$ cat src/rtl/clk_divider_multi.sv
// clk_divider_multi: NCH independent programmable clock dividers from one clock.
// Each channel has its own period / high time, a run enable, and shadow
// registers that are applied only at a period boundary (or at once while the
// channel is disabled), so a reprogramming never produces a runt or a
// stretched pulse.
//
// Optional feature: define CLKDIV_SYNC_EN to make sync_i a global restart that
// phase-aligns all enabled channels. Without it sync_i is accepted and ignored.
//
// Ports:
//   clk          system clock, all flops on posedge
//   rst_n        asynchronous active-low reset
//   ch_en_i      per-channel run enable
//   wr_en_i      write strobe for one channel's shadow period/high time
//   wr_ch_i      target channel of the write (>= NCH is ignored)
//   wr_period_i  new period P (0 and 1 behave as 2)
//   wr_high_i    new high time H (0: constant low, >= P: constant high)
//   sync_i       global restart (CLKDIV_SYNC_EN only)
//   clk_out_o    registered divided outputs
//   tick_o       registered one-cycle pulse at the start of each period
//   upd_pend_o   shadow value waiting to be applied
module clk_divider_multi #(
    parameter int unsigned NCH        = 4,
    parameter int unsigned CW         = 16,
    parameter int unsigned DEF_PERIOD = 10,
    parameter int unsigned DEF_HIGH   = 5
) (
    input  logic           clk,
    input  logic           rst_n,
    input  logic [NCH-1:0] ch_en_i,
    input  logic           wr_en_i,
    input  logic [3:0]     wr_ch_i,
    input  logic [CW-1:0]  wr_period_i,
    input  logic [CW-1:0]  wr_high_i,
    input  logic           sync_i,
    output logic [NCH-1:0] clk_out_o,
    output logic [NCH-1:0] tick_o,
    output logic [NCH-1:0] upd_pend_o
);

    localparam int unsigned CHW = 4;
    localparam logic [CW-1:0] RST_PERIOD = CW'(DEF_PERIOD);
    localparam logic [CW-1:0] RST_HIGH   = CW'(DEF_HIGH);
    localparam logic [CW-1:0] RST_CNT    = CW'(DEF_PERIOD - 1);

    // Per-channel state
    logic [CW-1:0]  cnt_q   [NCH];
    logic [CW-1:0]  cnt_d   [NCH];
    logic [CW-1:0]  p_act_q [NCH];
    logic [CW-1:0]  p_act_d [NCH];
    logic [CW-1:0]  h_act_q [NCH];
    logic [CW-1:0]  h_act_d [NCH];
    logic [CW-1:0]  p_shd_q [NCH];
    logic [CW-1:0]  p_shd_d [NCH];
    logic [CW-1:0]  h_shd_q [NCH];
    logic [CW-1:0]  h_shd_d [NCH];
    logic [NCH-1:0] pend_q;
    logic [NCH-1:0] pend_d;
    logic [NCH-1:0] clk_out_q;
    logic [NCH-1:0] clk_out_d;
    logic [NCH-1:0] tick_q;
    logic [NCH-1:0] tick_d;
    logic [NCH-1:0] wrap;

`ifdef CLKDIV_SYNC_EN
    logic sync_act;
    assign sync_act = sync_i;
`else
    logic unused_sync;
    assign unused_sync = sync_i;
`endif

    // Programmed periods below 2 run as 2
    function automatic logic [CW-1:0] eff_period(input logic [CW-1:0] p);
        return (p < CW'(2)) ? CW'(2) : p;
    endfunction

    // Next-state: count/wrap, shadow apply, registered output decode
    always_comb begin
        for (int i = 0; i < NCH; i++) begin
            cnt_d[i]     = cnt_q[i];
            p_act_d[i]   = p_act_q[i];
            h_act_d[i]   = h_act_q[i];
            p_shd_d[i]   = p_shd_q[i];
            h_shd_d[i]   = h_shd_q[i];
            pend_d[i]    = pend_q[i];
            clk_out_d[i] = 1'b0;
            tick_d[i]    = 1'b0;
            wrap[i]      = 1'b0;

            if (!ch_en_i[i]) begin
                // Parked one short of the wrap so re-enable starts a fresh period
                if (pend_q[i]) begin
                    p_act_d[i] = p_shd_q[i];
                    h_act_d[i] = h_shd_q[i];
                    pend_d[i]  = 1'b0;
                end
                cnt_d[i] = eff_period(p_act_d[i]) - CW'(1);
            end else begin
                wrap[i] = (cnt_q[i] >= eff_period(p_act_q[i]) - CW'(1));
`ifdef CLKDIV_SYNC_EN
                // Restart behaves exactly like a wrap, regardless of phase
                if (sync_act) begin
                    wrap[i] = 1'b1;
                end
`endif
                if (wrap[i]) begin
                    cnt_d[i] = '0;
                    if (pend_q[i]) begin
                        p_act_d[i] = p_shd_q[i];
                        h_act_d[i] = h_shd_q[i];
                        pend_d[i]  = 1'b0;
                    end
                end else begin
                    cnt_d[i] = cnt_q[i] + CW'(1);
                end
                clk_out_d[i] = (cnt_d[i] < h_act_d[i]);
                tick_d[i]    = (cnt_d[i] == '0);
            end

            // A write always lands in the shadow; an apply this edge used the old one
            if (wr_en_i && (wr_ch_i == CHW'(i))) begin
                p_shd_d[i] = wr_period_i;
                h_shd_d[i] = wr_high_i;
                pend_d[i]  = 1'b1;
            end
        end
    end

    // State and output registers
    always_ff @(posedge clk or negedge rst_n) begin
        if (!rst_n) begin
            for (int i = 0; i < NCH; i++) begin
                cnt_q[i]   <= RST_CNT;
                p_act_q[i] <= RST_PERIOD;
                h_act_q[i] <= RST_HIGH;
                p_shd_q[i] <= RST_PERIOD;
                h_shd_q[i] <= RST_HIGH;
            end
            pend_q    <= '0;
            clk_out_q <= '0;
            tick_q    <= '0;
        end else begin
            for (int i = 0; i < NCH; i++) begin
                cnt_q[i]   <= cnt_d[i];
                p_act_q[i] <= p_act_d[i];
                h_act_q[i] <= h_act_d[i];
                p_shd_q[i] <= p_shd_d[i];
                h_shd_q[i] <= h_shd_d[i];
            end
            pend_q    <= pend_d;
            clk_out_q <= clk_out_d;
            tick_q    <= tick_d;
        end
    end

    assign clk_out_o  = clk_out_q;
    assign tick_o     = tick_q;
    assign upd_pend_o = pend_q;

endmodule

$ cat config.mk
export PLATFORM = sky130hd
export DESIGN_NAME = clk_divider_multi
export DESIGN_NICKNAME = d
export VERILOG_FILES = /design/src/rtl/clk_divider_multi.sv
export SDC_FILE = /design/constraint.sdc
export NUM_CORES = 1
export LEC_CHECK = 0
export CAP_MARGIN = 10
export CORE_MARGIN = 1
export CORE_UTILIZATION = 43
export DETAILED_ROUTE_END_ITERATION = 8
export PLACE_DENSITY = 0.6
export SYNTH_ARGS = -nofsm -noshare
export SYNTH_HDL_FRONTEND = slang
export SYNTH_SLANG_ARGS = --single-unit
$ cat constraint.sdc
create_clock -name clk -period 18.9 [get_ports clk]
set_clock_uncertainty 0.05 [all_clocks]
set_input_delay 2.835 -clock clk [delete_from_list [all_inputs] [get_ports clk]]
set_output_delay 2.835 -clock clk [all_outputs]
set_load 0.02 [all_outputs]
# --- Yosys cells after proc, flatten, opt, wreduce, memory -nomap -nowiden ---
# Index checks and enable logic that the tools add are counted.
totals:
  inputBits: 44
  out_inout_bits: 12
  register_bits: 332
op_classes:
  muxes: 72
  n_reduce_logical: 9
  eq_ne: 11
  n_lt_le_gt_ge: 16
  addsub: 12
op_table:
  columns: ["cell", "n"]
  rows:
  - ["$mux 16", 52]
  - ["$lt 16x2->1 const B", 8]
  - ["$sub 16x1->16 const B", 8]
  - ["$add 16x1->16 const B", 4]
  - ["$ge 16x16->1", 4]
  - ["$logic_not 16->1", 4]
  - ["$lt 16x16->1", 4]
  - ["$mux 1", 20]
  - ["$ne 3x1->1 const B", 4]
  - ["$eq 4x2->1 const B", 2]
  - ["$ne 2x1->1 const B", 4]
  - ["$eq 4x1->1 const B", 1]
  - ["$logic_and 1x1->1", 4]
  - ["$logic_not 4->1", 1]

# --- Logic depth before layout (Yosys ltp) ---
logic_depth:
  ltp_word: 8
  ltp_mapped: 27

# --- Worst setup path before layout ---
# OpenSTA, ideal clock, no wires.
synth_path:
  path_type: "reg2reg"
  start: "register p_act_q[22] (netlist name)"
  end: "register clk_out_q[2], in the netlist clk_out_o[2]"
  setup_ns: 0.094
  synth_period_minus_slack_ns: 6.305
  path_stages_with_launch: 26
  arrival_time_ns: 6.161
  slack_ns: 12.595
  n_path_buf: 1
  path_cell_list: "dfrtp_1 > or3_4 > or4_4 > or4_4 > nor4b_4 > inv_1 > o21ai_0 > ha_1 > nand2_1 > nor4_1 > xnor2_1 > ha_1 > and4_1 > nand2_1 > or4_1 > o211ai_2 > nand2_1 > buf_2 > mux2i_1 > ha_1 > a21o_1 > a21o_1 > a21oi_1 > nor2_1 > or4_1 > a211oi_1"
synth_between:
  elab_chain_len: 8
synth_lines:
  columns: ["item", "line", "source"]
  rows:
  - ["start, declared", "49", "logic [CW-1:0] p_act_q [NCH];"]
  - ["start signal, assigned by index", "146", "p_act_q[i] <= p_act_d[i];"]
  - ["$lt 16x2->1", "75", "return (p < CW'(2)) ? CW'(2) : p;"]
  - ["$mux 16 (*)", "75", null]
  - ["$sub 16x1->16 (*)", "100", "wrap[i] = (cnt_q[i] >= eff_period(p_act_q[i]) - CW'(1));"]
  - ["$ge 16x16->1 (*)", "100", null]
  - ["$mux 16", "107", "if (wrap[i]) begin"]
  - ["$mux 16", "91", "if (!ch_en_i[i]) begin"]
  - ["$lt 16x16->1 (*)", "117", "clk_out_d[i] = (cnt_d[i] < h_act_d[i]);"]
  - ["$mux 1 (*)", "91", null]
  - ["net clk_out_d[2]", "60", "logic [NCH-1:0] clk_out_d;"]
  - ["end signal, assigned", "152", "clk_out_q <= clk_out_d;"]
  - ["end, declared", "59", "logic [NCH-1:0] clk_out_q;"]
# The timed path passes the listed nets; every way through them passes the cells marked *. The select of a mux whose other input is x is not followed.
# A chain may end at the register's enable or synchronous reset.

# --- Worst setup path in the final report ---
# Ends and elaborated chain as after synthesis.

==> impl_metrics.ini <==
[yosys]
synth_nets = 2182
syn_area_per_cell_um2 = 10.58
synth_top_area_share = 0.3451
synth_area_leader_cell = dfrtp_1
ys_types = 77
async_flop_share = 1.000
ys_ff_latch = 332
ys_seq_area_frac = 0.3947
syn-cell-area_um2 = 21180
synthFlopType = dfrtp_1
synth_edf_count = 0
netlist_top_cells_count = 292 x dfrtp_1, 287 x mux2_2, 173 x nor2_1, 136 x ha_1, 122 x mux2i_1
yosys-top-cells-area = dfrtp_1 35%, mux2_2 15%, ha_1 8.0%
yosysWarnings = 0
postSynthCellCount = 2002
synthMostInstantiatedCell = dfrtp_1

[power]
totalPowerFinal_w = 0.003970
p_per_area_nw_per_um2 = 168.6
leakagePower_nw = 9.962
ir_drop_uv = 71.73

[floorplan]
start_util = 0.4398
row_count = 80
fp.coreArea_um2 = 48150
die_h_um = 223.9
io_pins = 56
dieArea_um2 = 50140
fp.dieW_um = 223.9

[detailed_routing]
ant_nets = 0
viasPerCell = 5.727
first_iter_violations = 863
vias = 15515
drc_errors = 0
avgRoutedWirePerCell_um = 20.53
routed_wl_um = 55630
dr.pass1.iters = 5

[worst_setup_path]
cp_cell_sequence = or3_4 > or4_4 > or4_4 > nor4b_4 > inv_1 > o21ai_0 > ha_1 > nand2_1 > nor4_1 > xnor2_1 > ha_1 > and4_1 > nand2_1 > or4_1 > o211ai_2 > nand2_1 > mux2i_1 > ha_1 > nand4_1 > or2_2 > nor3_1 > o31a_1 > or4_1 > a211oi_1
r2r-end = clk_out_o[2]$_DFF_PN0_
crit_path_start_kind = register
worstSetupPathType = register to register
crit_required_ns = 19.30
slowest_delay_ns = 0.76
endpoint_kind = register
reg2reg_from = p_act_q[22]$_DFFE_PN0P_
rrSetupSlack_ns = 11.34
cp_max_fo = 17
r2r_cells = 24
slowest_stage = nand2_1
arrival_ns = 7.96

[cells_and_area]
num-fill-cells = 4430
area_growth_pct = 11.16
multiInputGateArea_um2 = 12310
fin_nets = 2201
regArea_um2 = 8358
drive_above_1_share = 0.2118

[hold_path]
hold_path.class = register to register
hold_end = h_act_q[57]$_DFF_PN0_
min_from = h_act_q[57]$_DFF_PN0_
min_path_cells = 1

[grt]
met3_usage = 0.02820
gr-usage-met2 = 0.3564
grt_max_degree = 109
grt_pass1_vias = 15549
grt_pass1_wl_um = 87820
met1_usage = 0.3156
antenna_found_initial = 11
grt.overflow.total = 0
grt_usage = 0.2248
grt_busiest_layer = met2

[clocking]
root_buffer = clkbuf_16
clock_latency_ns = 0.56
htreeDepth = 2
cts_setup_buffers = 0
clock_path_buffers = 3
cts_resized = 0
cts_tree = yes
numCtsBuffers = 38
clock-sinks = 332
holdBufCountCts = 0
path_clk_slew_ns = 0.06

[sta]
hold_viol_final = 0
tns_ns = 0
fmax_mhz = 132.2
timing.hold.ws_ns = 0.4566
finalSetupViolations = 0
relSlewSlack = 0.1965
period_share = 0.4002
final.min_clock_period_ns = 7.564
tightestPinTransition_ns = 1.202
slew_violations = 0
rsz0062_at_grt = false

[placed_design]
port_buffers = 54
dp_hpwl_um = 39190
gp_congestion = 0.9283

[status]
status = finished, final reports clean

[run]
cap_violations = 0
-- state kept, by name (all words and copies together) (netlist names) --
name	flops
clk_out_o	4
cnt_q	64
h_act_q	64
h_shd_q	64
p_act_q	64
p_shd_q	64
tick_o	4
upd_pend_o	4
-- cells by family after synthesis --
group | count (synthesis) | synth area share
flops | 332 | 0.3947
buf+inv | 126 | 0.02505
xor+xnor | 166 | 0.06866
fa+ha+maj | 136 | 0.08036
simple gates | 582 | 0.1416
compound gates | 251 | 0.07930
mux | 409 | 0.2103
-- per-layer routing --
layer / vias up / share of wire
li1: 7377 / -
met1: 7638 / 0.46
met2: 413 / 0.45
met3: 85 / 0.053
met4: 2 / 0.029
met5: - / 0.00025
-- critical path, delay by kind of cell, from the launching register on --
family / cells / cell delay (ns)
and+or+nand+nor: 14 / 4.48
DFF: 1 / 0.44
AOI/OAI and AO/OA: 4 / 0.96
muxes: 1 / 0.46
adders and majority gates: 3 / 0.86
xor gates and xnor gates: 1 / 0.13
buffers and inverters: 1 / 0.06
-- power by group --
group,switching (W),internal (W),leakage [nW],total [W]
clock network,0.000303,0.000449,0.606,0.000752
registers,0.000317,0.000987,4.07,0.00130
logic,0.00104,0.000877,5.29,0.00191
total,0.00166,0.00231,9.96,0.00397
-- metrics by stage --
step           instances  setup slack (ns)  cell area, um^2  utilization
4_1_cts             2705             11.31            23530       0.4887
2_1_floorplan       2002             12.60            21180            -
6_report            2709             11.34            23540       0.4889
3_5_place_dp        2637             11.32            22280       0.4628
5_1_grt             2705             10.83            23530       0.4887
3_3_place_gp        2637             11.39            22280       0.4628
-- worst max-delay path by stage --
| stage | endpoint | cells after the start | from |
|---|---|---|---|
| 3_5_place_dp | clk_out_o[2]$_DFF_PN0_ | 24 | p_act_q[22]$_DFFE_PN0P_ |
| 4_1_cts | clk_out_o[2]$_DFF_PN0_ | 24 | p_act_q[22]$_DFFE_PN0P_ |
| 5_1_grt | clk_out_o[2]$_DFF_PN0_ | 24 | p_act_q[22]$_DFFE_PN0P_ |
| 2_1_floorplan | clk_out_o[2]$_DFF_PN0_ | 25 | p_act_q[22]$_DFFE_PN0P_ |
| 6_report | clk_out_o[2]$_DFF_PN0_ | 24 | p_act_q[22]$_DFFE_PN0P_ |
| 3_3_place_gp | clk_out_o[2]$_DFF_PN0_ | 24 | p_act_q[22]$_DFFE_PN0P_ |
-- area by class of cell --
cell class,count,share of cell area
Timing Repair Buffer,70,0.02828
Clock inverter,8,0.005156
Clock buffer,60,0.04779
Antenna cell,4,0.0004252
Multi-Input combinational cell,1544,0.5228
Inverter,35,0.005581
Sequential cell,332,0.3551
Tap cell,656,0.03487
-- placed cells by master (no fill, tap or decap), types with 7 or more instances in the layout --
cell,count
ha_1,136
or3_1,8
a21o_1,28
o21ai_0,47
nand2b_1,9
or4_1,11
o31ai_1,9
mux2_2,287
or2_2,13
o22ai_1,7
nand3_1,36
a21oi_1,66
nor3b_1,23
nand2_1,86
xor2_1,58
mux2i_1,122
nand4_1,41
inv_1,35
and2_1,11
clkbuf_16,39
o21a_1,13
nor2_1,172
clkbuf_1,14
buf_4,16
nor4b_1,8
clkdlybuf4s50_1,53
nor3_1,82
xnor2_1,108
and3_1,9
dfrtp_1,292
clkbuf_8,7
dfstp_2,40
a211oi_1,12
nor4_1,41
o211ai_1,10
nor2b_1,8
Note: power is estimated with default switching activity, not from simulation.
